--- src/rtl/elev_pkg.sv ---
// Shared constants and types for the elevator request side.
package elev_pkg;

  localparam int unsigned FLOOR_W       = 2;
  localparam int unsigned NFLOORS       = 2 ** FLOOR_W;
  localparam int unsigned DWELL_DEFAULT = 4;

  typedef logic [FLOOR_W-1:0] floor_t;

  typedef enum logic [1:0] {
    IDLE,
    UP,
    DOWN,
    SERVE
  } state_t;

endpackage

--- src/rtl/next_call_select.sv ---
// Combinational search of the pending set relative to the current floor:
// nearest call above, nearest call below, and whether the current floor is called.
module next_call_select
  import elev_pkg::*;
#(
  parameter int unsigned FLOOR_W = elev_pkg::FLOOR_W,
  parameter int unsigned NFLOORS = 2 ** FLOOR_W
) (
  input  logic [NFLOORS-1:0] pending,
  input  logic [FLOOR_W-1:0] floor,
  output logic               has_above,
  output logic [FLOOR_W-1:0] nearest_above,
  output logic               has_below,
  output logic [FLOOR_W-1:0] nearest_below,
  output logic               at_floor
);

  always_comb begin
    has_above     = 1'b0;
    nearest_above = '0;
    has_below     = 1'b0;
    nearest_below = '0;
    // Downward scan: the last hit above is the lowest pending floor above.
    for (int unsigned i = NFLOORS; i > 0; i--) begin
      if (pending[i-1] && (FLOOR_W'(i - 1) > floor)) begin
        has_above     = 1'b1;
        nearest_above = FLOOR_W'(i - 1);
      end
    end
    // Upward scan: the last hit below is the highest pending floor below.
    for (int unsigned i = 0; i < NFLOORS; i++) begin
      if (pending[i] && (FLOOR_W'(i) < floor)) begin
        has_below     = 1'b1;
        nearest_below = FLOOR_W'(i);
      end
    end
  end

  assign at_floor = pending[floor];

endmodule

--- src/rtl/call_dispatcher.sv ---
// Request side of the 4-floor elevator: latches call presses, picks targets with a
// SCAN policy, holds the door for a dwell time and clears the served call.
module call_dispatcher
  import elev_pkg::*;
#(
  parameter int unsigned FLOOR_W = elev_pkg::FLOOR_W,
  parameter int unsigned NFLOORS = 2 ** FLOOR_W,
  parameter int unsigned DWELL   = elev_pkg::DWELL_DEFAULT
) (
  input  logic               clk,
  input  logic               reset,
  input  logic [NFLOORS-1:0] btn,
  input  logic [FLOOR_W-1:0] floor_status,
  input  logic               door,
  output logic [FLOOR_W-1:0] calling_status,
  output logic [NFLOORS-1:0] pending,
  output logic               dir_up,
  output logic               busy,
  output logic               door_hold
);

  localparam int unsigned      CNT_W  = (DWELL > 1) ? $clog2(DWELL) : 1;
  localparam logic [CNT_W-1:0] RELOAD = CNT_W'(DWELL - 1);

  state_t             state;
  logic [NFLOORS-1:0] btn_q;
  logic [NFLOORS-1:0] rise;
  logic [NFLOORS-1:0] clear_mask;
  logic [CNT_W-1:0]   cnt;

  logic               has_above;
  logic               has_below;
  logic               at_floor;
  logic [FLOOR_W-1:0] nearest_above;
  logic [FLOOR_W-1:0] nearest_below;

  logic serve_here;
  logic arrived;
  logic reload;
  logic serve_done;

  next_call_select #(
    .FLOOR_W (FLOOR_W),
    .NFLOORS (NFLOORS)
  ) u_select (
    .pending       (pending),
    .floor         (floor_status),
    .has_above     (has_above),
    .nearest_above (nearest_above),
    .has_below     (has_below),
    .nearest_below (nearest_below),
    .at_floor      (at_floor)
  );

  always_comb begin
    rise       = btn & ~btn_q;
    serve_here = door & at_floor;
    arrived    = at_floor & (floor_status == calling_status);
    reload     = (state == SERVE) & rise[floor_status];
    serve_done = (state == SERVE) & (cnt == '0) & ~reload;
    clear_mask = serve_done ? (NFLOORS'(1) << floor_status) : '0;
  end

  always_ff @(posedge clk) begin
    if (reset) begin
      state          <= IDLE;
      calling_status <= '0;
      pending        <= '0;
      dir_up         <= 1'b1;
      busy           <= 1'b0;
      door_hold      <= 1'b0;
      btn_q          <= '0;
      cnt            <= '0;
    end else begin
      btn_q   <= btn;
      pending <= (pending & ~clear_mask) | rise;

      if ((state != SERVE) && serve_here) begin
        state          <= SERVE;
        cnt            <= RELOAD;
        calling_status <= floor_status;
        busy           <= 1'b1;
        door_hold      <= 1'b1;
      end else begin
        case (state)
          IDLE: begin
            if (pending != '0) begin
              if (has_above) begin
                state          <= UP;
                dir_up         <= 1'b1;
                busy           <= 1'b1;
                calling_status <= nearest_above;
              end else if (has_below) begin
                state          <= DOWN;
                dir_up         <= 1'b0;
                busy           <= 1'b1;
                calling_status <= nearest_below;
              end else begin
                calling_status <= floor_status;
              end
            end
          end

          // Once the car sits on a called target, hold it there until door arrives.
          UP: begin
            if (at_floor && (arrived || !has_above)) begin
              calling_status <= floor_status;
            end else if (has_above) begin
              calling_status <= nearest_above;
            end else if (has_below) begin
              state          <= DOWN;
              dir_up         <= 1'b0;
              calling_status <= nearest_below;
            end else begin
              state <= IDLE;
              busy  <= 1'b0;
            end
          end

          DOWN: begin
            if (at_floor && (arrived || !has_below)) begin
              calling_status <= floor_status;
            end else if (has_below) begin
              calling_status <= nearest_below;
            end else if (has_above) begin
              state          <= UP;
              dir_up         <= 1'b1;
              calling_status <= nearest_above;
            end else begin
              state <= IDLE;
              busy  <= 1'b0;
            end
          end

          // has_above/has_below never include the served floor, so they already
          // describe the pending set after this cycle's clear.
          SERVE: begin
            if (reload) begin
              cnt <= RELOAD;
            end else if (cnt != '0) begin
              cnt <= cnt - CNT_W'(1);
            end else begin
              door_hold <= 1'b0;
              if (dir_up && has_above) begin
                state <= UP;
              end else if (!dir_up && has_below) begin
                state <= DOWN;
              end else if (has_below) begin
                state  <= DOWN;
                dir_up <= 1'b0;
              end else if (has_above) begin
                state  <= UP;
                dir_up <= 1'b1;
              end else begin
                state <= IDLE;
                busy  <= 1'b0;
              end
            end
          end

          default: state <= IDLE;
        endcase
      end
    end
  end

endmodule

--- config.mk ---
export PLATFORM = sky130hd
export DESIGN_NAME = call_dispatcher
export DESIGN_NICKNAME = d
export VERILOG_FILES = /design/src/rtl/elev_pkg.sv /design/src/rtl/next_call_select.sv /design/src/rtl/call_dispatcher.sv
export SDC_FILE = /design/constraint.sdc
export NUM_CORES = 1
export LEC_CHECK = 0
export BUFFER_PORTS_ARGS = -buffer_cell sky130_fd_sc_hd__buf_2
export CAP_MARGIN = 20
export CORE_MARGIN = 5
export CORE_UTILIZATION = 30
export DETAILED_ROUTE_END_ITERATION = 12
export PLACE_DENSITY = 0.59
export SYNTH_ARGS = -nofsm -noshare
export SYNTH_HDL_FRONTEND = slang
export SYNTH_HIERARCHICAL = 1
export SYNTH_SLANG_ARGS = --single-unit
export TNS_END_PERCENT = 100
--- constraint.sdc ---
create_clock -name clk -period 2.47 [get_ports clk]
set_input_delay 0.1235 -clock clk [delete_from_list [all_inputs] [get_ports clk]]
set_output_delay 0.1235 -clock clk [all_outputs]
set_load 0.02 [all_outputs]
==> out/results.tsv, run 1 <==
stage	metric	value	unit
run_status	status	completed	
synthesis	most frequent cell after synthesis	dfxtp_1	
finish	Area Overhead vs Synth	15.63	%
placed_design	DP Worst Slack	116.7	ps
routing	detailed-route via count	1484	
timing	final setup violation count	0	
clock_network	clock buffer depth	2	
power	Lkg Pwr	0.6932	nW
min_path	HP Class	in2reg	
clock_network	post-CTS setup buffer count	0	
timing	worst-margin pin slew	403.7	ps
clock_network	CTS tree	done	
timing	Tmin final	2300	ps
worst_setup_path	Crit. End Element	flop	
synthesis	syn nets	199	
timing	Fin Clk Skew	6.055	ps
placed_design	post-DP HPWL	2.996	mm
timing	Hold WS	102.8	ps
global_routing	total gr overflow	0	
synthesis	cells taking the most area after synthesis	dfxtp_1, a21oi_1, o21ai_0	
timing	max-slew violation count	0	
worst_setup_path	RR Startpoint	pending[2]$_SDFF_PP0_	
floorplanning	num rows	25	
synthesis	Syn. warnings	6	
min_path	Hold Path End	btn_q[1]$_SDFF_PP0_	
routing	drc violations	0	
worst_setup_path	crit-path max FO	14	
timing	Final Hold Vio Count	0	
finish	layout cell share with drive strength beyond 1	20.00	%
placed_design	routability cong.	0.9560	
worst_setup_path	CP required	2620	ps
synthesis	Yosys top cell area share	23.49	%
clock_network	clock-pin slew on the worst setup and hold paths	70	ps
timing	Setup TNS	0	ps
finish	final layout net count	221	
floorplanning	Die ar.	6319	um^2
global_routing	initial antenna violation count	0	
global_routing	largest net degree at the start of global routing	16	
routing	1st-iter DRT viols	211	
synthesis	Primary FF master, synth	dfxtp_1	
floorplanning	core outline area	4692	um^2
synthesis	post-synthesis async set-or-reset flop share	0	%
synthesis	Synth Register Bits	17	
global_routing	GR Util All Layers	12.78	%
clock_network	CTS Buf Count	3	
worst_setup_path	Critical Path Source Type	flop	
power	Peak supply drop	0.3288	mV
timing	relative slew slack	73.09	%
clock_network	clk_lat worst skew	250	ps
finish	post-route insts no fill	259	
worst_setup_path	reg-to-reg slack, setup	170	ps
timing	setup slack after layout	169.9	ps
worst_setup_path	worst path cell trace	nor2_1 > o22ai_1 > buf_4 > or3b_2 > o211ai_1 > o21ba_2 > and4_1 > a221oi_1	
job	number of max-cap violations	0	
routing	DRT antenna net count	0	
placed_design	Placed Cells	255	
timing	Fmax	434.8	MHz
worst_setup_path	CP max-delay cell	or3b_2	
global_routing	vias in the first global route	1347	
finish	Ant. Diodes	0	
timing	RSZ-0062 raised after global routing	no	
synthesis	Distinct cells, synth	52	
synthesis	Post-Synthesis Cells	184	
finish	fillcell total	514	
floorplanning	Top-Level Pins	18	
clock_network	CTS Root Cell	clkbuf_8	
synthesis	cell area after synthesis	1449	um^2
global_routing	first-pass GRT wire length	6.492	mm
synthesis	cell taking the most area after synthesis	dfxtp_1	
timing	period utilization	93.12	%
routing	final wirelength	3.944	mm
synthesis	Post-synth EDFFs	0	
min_path	Hold Path Cell Cnt	2	
min_path	Hold Path Origin	btn[1]	
worst_setup_path	WP data arrival	2450	ps
clock_network	clk sink count	17	
worst_setup_path	r2r endpoint	state[0]$_SDFFE_PP0P_	
floorplanning	Die W	79.50	um
synthesis	top cells by count, synth	dfxtp_1, a21oi_1, o21ai_0, inv_1, nor2_1	
synthesis	register area share after synthesis	23.49	%
clock_network	H-tree Lvls	1	
worst_setup_path	R2R depth	8	
synthesis	Mapped Avg Cell Area	7.874	um^2
worst_setup_path	critical path type	reg2reg	
worst_setup_path	CP peak stage delay	440	ps
routing	Pre-Repair DR Iteration Count	5	
routing	via/cell ratio	5.730	
placed_design	IO buf count	17	
floorplanning	die height	79.50	um
floorplanning	Starting Density	30.88	%
power	Cell Pwr Density	927.7	nW/um^2
routing	Routed wire per std cell	15.23	um
[worst max-delay path, delay by kind of cell, from the launching register on]
family	cells	cell delay, ps
simple gates	3	830
flops	1	380
buf+inv	1	220
compound gates	4	770
[cell families (layout without fill, tap and decap cells)]
group / Yosys count / count (layout) / share of synthesized area [%]
fa+ha+maj: 6 / 6 / 5.181
flops: 17 / 17 / 23.49
xor+xnor: 2 / 2 / 1.209
compound gates: 68 / 68 / 32.04
buf+inv: 24 / 45 / 7.772
simple gates: 61 / 61 / 23.32
mux: 6 / 6 / 6.995
[routing by layer]
| layer | vias to the layer above | GRT usage, % | routed length [um] |
|---|---|---|---|
| met5 | - | 0 | 0 |
| met4 | 0 | 5.326 | 68 |
| met3 | 7 | 1.580 | 271 |
| met2 | 63 | 19.87 | 1808 |
| met1 | 683 | 17.69 | 1795 |
| li1 | 731 | - | - |
[metrics by stage]
step / power [W] / cell area (um^2) / utilization [%]
floorplan: 0.001056 / 1449 / -
global placement: 0.001312 / 1617 / 34.45
detailed placement: 0.001301 / 1617 / 34.45
CTS: 0.001521 / 1663 / 35.44
global route: 0.001686 / 1675 / 35.71
finish: 0.001554 / 1675 / 35.71
[power breakdown]
part | internal (W) | leakage [nW] | switching, W | total, W
logic | 0.000411 | 0.526 | 0.000524 | 0.000936
clock network | 0.000112 | 0.0255 | 0.0000969 | 0.000209
registers | 0.000340 | 0.141 | 0.0000695 | 0.000410
[cell usage in the layout, fill, tap and decap left out, types with 5 or more instances in the layout]
cell      count
buf_4        10
a221oi_1      7
nand2_1      12
nor2b_1       9
buf_2        17
nand2b_1      6
inv_1        14
nor2_1       13
nand3_1       5
dfxtp_1      17
a21oi_1      16
o21ai_0      16
ha_1          5
[flip-flops by register name (all words and copies together) (netlist names)]
register        count
busy                1
cnt                 2
door_hold           1
btn_q               4
dir_up              1
pending             4
state               2
calling_status      2
[cell type report]
cell class / count / area, um^2 / area share [%]
inverter: 14 / 52.55 / 3.137
multi-input combinational: 143 / 1008 / 60.19
clock inverter: 1 / 5.005 / 0.2987
clock buffer: 3 / 41.29 / 2.465
timing repair buffer: 27 / 160.2 / 9.559
tap: 54 / 67.56 / 4.033
sequential: 17 / 340.3 / 20.31
[how the worst max path moves through the flow]
stage	start	endpoint	slack (ps)	cells after the start
floorplan	pending[2]$_SDFF_PP0_	calling_status[0]$_SDFFE_PP0P_	200	7
global placement	state[1]$_SDFFE_PP0P_	state[1]$_SDFFE_PP0P_	50	7
detailed placement	state[1]$_SDFFE_PP0P_	state[1]$_SDFFE_PP0P_	120	7
CTS	state[1]$_SDFFE_PP0P_	state[1]$_SDFFE_PP0P_	100	7
global route	pending[1]$_SDFF_PP0_	state[0]$_SDFFE_PP0P_	9	8
finish	pending[2]$_SDFF_PP0_	state[0]$_SDFFE_PP0P_	170	8
[timing repair]
item,CTS,global route
hold endpoints to repair,0,0
resized for setup,0,2
hold buffers,0,0
endpoints found under the setup margin,0,2
(Power assumes the default switching activity.)
==> run 2, diff against run 1 <==
ABC_CLOCK_PERIOD_IN_PS = 2470   (was not set)
SYNTH_HIERARCHICAL = not set   (was 1)
==> run 2 against run 1 <==
Effect of this change: count of clock-buffer cells in the layout rose by 1; clock skew down 1.8 ps; critical path depth is 1 lower; register-to-register slack better by 50 ps; clock power increased by 4%; sequential cell count is the same; non-clock buffer count decreased by 7; fmax up 2.3%; via count is 4.6% lower; first-iteration DRC count decreased by 18%; synthesized cell count unchanged; largest power group unchanged.
==> out/results.tsv, run 2 <==
stage	metric	value	unit	change
run_status	status	completed		
synthesis	top cells by count, synth	nor2_1, dfxtp_1, a21oi_1, nand2_1, o21ai_0		
routing	via/cell ratio	5.706		-0.42%
timing	final setup violation count	0		unchanged
synthesis	post-synthesis async set-or-reset flop share	0	%	unchanged
worst_setup_path	reg-to-reg slack, setup	220	ps	+50 ps
synthesis	syn nets	199		unchanged
routing	Pre-Repair DR Iteration Count	4		-1
finish	fillcell total	488		-5.1%
routing	WL met2	1.856	mm	+2.7%
timing	Setup TNS	0	ps	unchanged
timing	RSZ-0062 raised after global routing	no		
power	Lkg Pwr	0.6410	nW	-7.5%
worst_setup_path	r2r endpoint	state[0]$_SDFFE_PP0P_		
floorplanning	Starting Density	30.31	%	-0.57 points
finish	Ant. Diodes	0		unchanged
worst_setup_path	critical path type	reg2reg		
finish	most frequent cells in the layout	nor2_1, dfxtp_1, buf_2		
power	total power	0.001306	W	-16%
routing	detailed-route via count	1415		-4.6%
placed_design	routability cong.	0.8486		-11%
finish	most common cell after layout, fill and taps aside	nor2_1		
worst_setup_path	crit-path max FO	13		-1
timing	Final Hold Vio Count	0		unchanged
timing	period utilization	91.00	%	-2.1 points
clock_network	H-tree Lvls	1		unchanged
synthesis	register area share after synthesis	24.09	%	+0.60 points
global_routing	GR Util All Layers	12.72	%	-0.064 points
routing	Routed wire per std cell	15.13	um	-0.68%
synthesis	cell area after synthesis	1413	um^2	-2.5%
global_routing	total gr overflow	0		unchanged
timing	Fmax	444.9	MHz	+2.3%
clock_network	clk_lat worst skew	260	ps	about the same
clock_network	clock buffer depth	2		unchanged
min_path	Hold Path Cell Cnt	2		unchanged
min_path	HP Class	in2reg		
floorplanning	core outline area	4661	um^2	-0.67%
routing	1st-iter DRT viols	172		-18%
min_path	Hold Path End	btn_q[2]$_SDFF_PP0_		
synthesis	Syn. warnings	0		-6
timing	worst-margin pin slew	486.5	ps	+82.80 ps
finish	final layout net count	210		-5.0%
routing	drc violations	0		unchanged
worst_setup_path	CP max-delay cell	mux4_2		
synthesis	Mapped Avg Cell Area	7.677	um^2	-2.5%
global_routing	first-pass GRT wire length	6.417	mm	-1.2%
worst_setup_path	R2R depth	7		-1
timing	Fin Clk Skew	4.266	ps	-1.788 ps
floorplanning	Top-Level Pins	18		unchanged
finish	layout cell share with drive strength beyond 1	18.04	%	-2.0 points
floorplanning	num rows	25		unchanged
worst_setup_path	worst path cell trace	mux4_2 > clkinv_2 > nand3_2 > a211oi_2 > o211ai_2 > o2bb2ai_2 > a221oi_1		
finish	Area Overhead vs Synth	10.89	%	
placed_design	post-DP HPWL	2.875	mm	-4.1%
clock_network	Hold Buf Count CTS	0		unchanged
worst_setup_path	CP required	2640	ps	+20 ps
finish	register area	340.3	um^2	unchanged
floorplanning	Die ar.	6181	um^2	-2.2%
routing	final wirelength	3.751	mm	-4.9%
synthesis	cells taking the most area after synthesis	dfxtp_1, ha_1, nor2_1		
synthesis	most frequent cell after synthesis	nor2_1		
synthesis	Post-synth EDFFs	0		unchanged
timing	max-slew violation count	0		unchanged
clock_network	CTS tree	done		
synthesis	Primary FF master, synth	dfxtp_1		
finish	Top Registers	btn_q x4, pending x4		
floorplanning	Die W	78.62	um	-1.1%
routing	Top Metal Used	met4		
worst_setup_path	Crit. End Element	flop		
job	number of max-cap violations	0		unchanged
global_routing	initial antenna violation count	0		unchanged
clock_network	CTS Buf Count	3		unchanged
synthesis	Synth Register Bits	17		unchanged
finish	final core occ	33.61	%	-2.1 points
placed_design	IO buf count	17		unchanged
worst_setup_path	WP data arrival	2420	ps	-30 ps
floorplanning	die height	78.62	um	-1.1%
synthesis	Post-Synthesis Cells	184		unchanged
timing	setup slack after layout	222.3	ps	+52.45 ps
clock_network	CTS Root Cell	clkbuf_8		
clock_network	clock-pin slew on the worst setup and hold paths	70	ps	about the same
global_routing	vias in the first global route	1346		-0.074%
timing	Tmin final	2248	ps	-52.45 ps
power	Peak supply drop	0.2737	mV	-17%
worst_setup_path	RR Startpoint	pending[2]$_SDFF_PP0_		
clock_network	post-CTS setup buffer count	0		unchanged
placed_design	DP Worst Slack	255.8	ps	+139.1 ps
synthesis	Yosys top cell area share	24.09	%	+0.60 points
clock_network	clk sink count	17		unchanged
worst_setup_path	CP peak stage delay	620	ps	+180 ps
min_path	Hold Path Origin	btn[2]		
timing	relative slew slack	66.73	%	-6.4 points
clock_network	CTS resizes	0		unchanged
synthesis	Distinct cells, synth	53		+1.9%
worst_setup_path	Critical Path Source Type	flop		
finish	area of the multi-input gates	967.2	um^2	-4.1%
power	Cell Pwr Density	833.8	nW/um^2	-10%
routing	DRT antenna net count	0		unchanged
routing	met3 WL post-DR	186	um	-31%
global_routing	largest net degree at the start of global routing	16		unchanged
synthesis	cell taking the most area after synthesis	dfxtp_1		
routing	DRT met1 WL	1.669	mm	-7.0%
-- run 2: power breakdown --
| group | switching (W) | internal, W |
|---|---|---|
| sequential | 0.0000705 | 0.000332 |
| combinational | 0.000403 | 0.000283 |
| clock | 0.000103 | 0.000115 |
-- run 2: worst max path at each step --
stage                                startpoint               endpoint  slack (ps)  cells past startpoint
after floorplan           pending[0]$_SDFF_PP0_      busy$_SDFFE_PP0P_         340                      8
after CTS                 pending[2]$_SDFF_PP0_  state[1]$_SDFFE_PP0P_         220                      7
after global placement    pending[0]$_SDFF_PP0_  state[0]$_SDFFE_PP0P_         260                      7
after global routing      pending[2]$_SDFF_PP0_      busy$_SDFFE_PP0P_          60                      6
final                     pending[2]$_SDFF_PP0_  state[0]$_SDFFE_PP0P_         220                      7
after detailed placement  pending[2]$_SDFF_PP0_      busy$_SDFFE_PP0P_         260                      6
-- run 2: critical path: cells and delay by family, from the launching register on --
kind | cells | cell delay, ps
and+or+nand+nor | 1 | 60
buffers and inverters | 1 | 110
DFF | 1 | 440
AOI/OAI and AO/OA | 4 | 920
muxes | 1 | 620
-- run 2: layout make-up --
cell class	count	area share, %
clock buffer	4	2.875
timing repair buffer	20	6.869
tap	54	4.313
sequential	17	21.73
multi-input combinational	143	61.74
inverter	10	2.476
-- run 2: stage by stage --
step / instances / hold WS, ps / area [um^2]
global route: 248 / 87.09 / 1567
finish: 248 / 82.50 / 1567
floorplan: 184 / 195.1 / 1413
CTS: 248 / 85.40 / 1567
detailed placement: 244 / 351.2 / 1521
global placement: 244 / 344.9 / 1521
-- run 2: per-layer routing --
layer,vias to the layer above,GRT usage [%]
met5,-,0
met4,0,4.545
met3,4,1.950
met2,40,21.31
met1,662,16.42
li1,709,-
-- run 2: kinds of logic after synthesis --
family | Yosys count | synth area share [%]
AOI/OAI and AO/OA | 68 | 34.81
xor gates and xnor gates | 2 | 1.240
adders and majority gates | 6 | 5.314
buffers and inverters | 24 | 7.439
DFF | 17 | 24.09
muxes | 5 | 5.403
and+or+nand+nor | 62 | 21.70
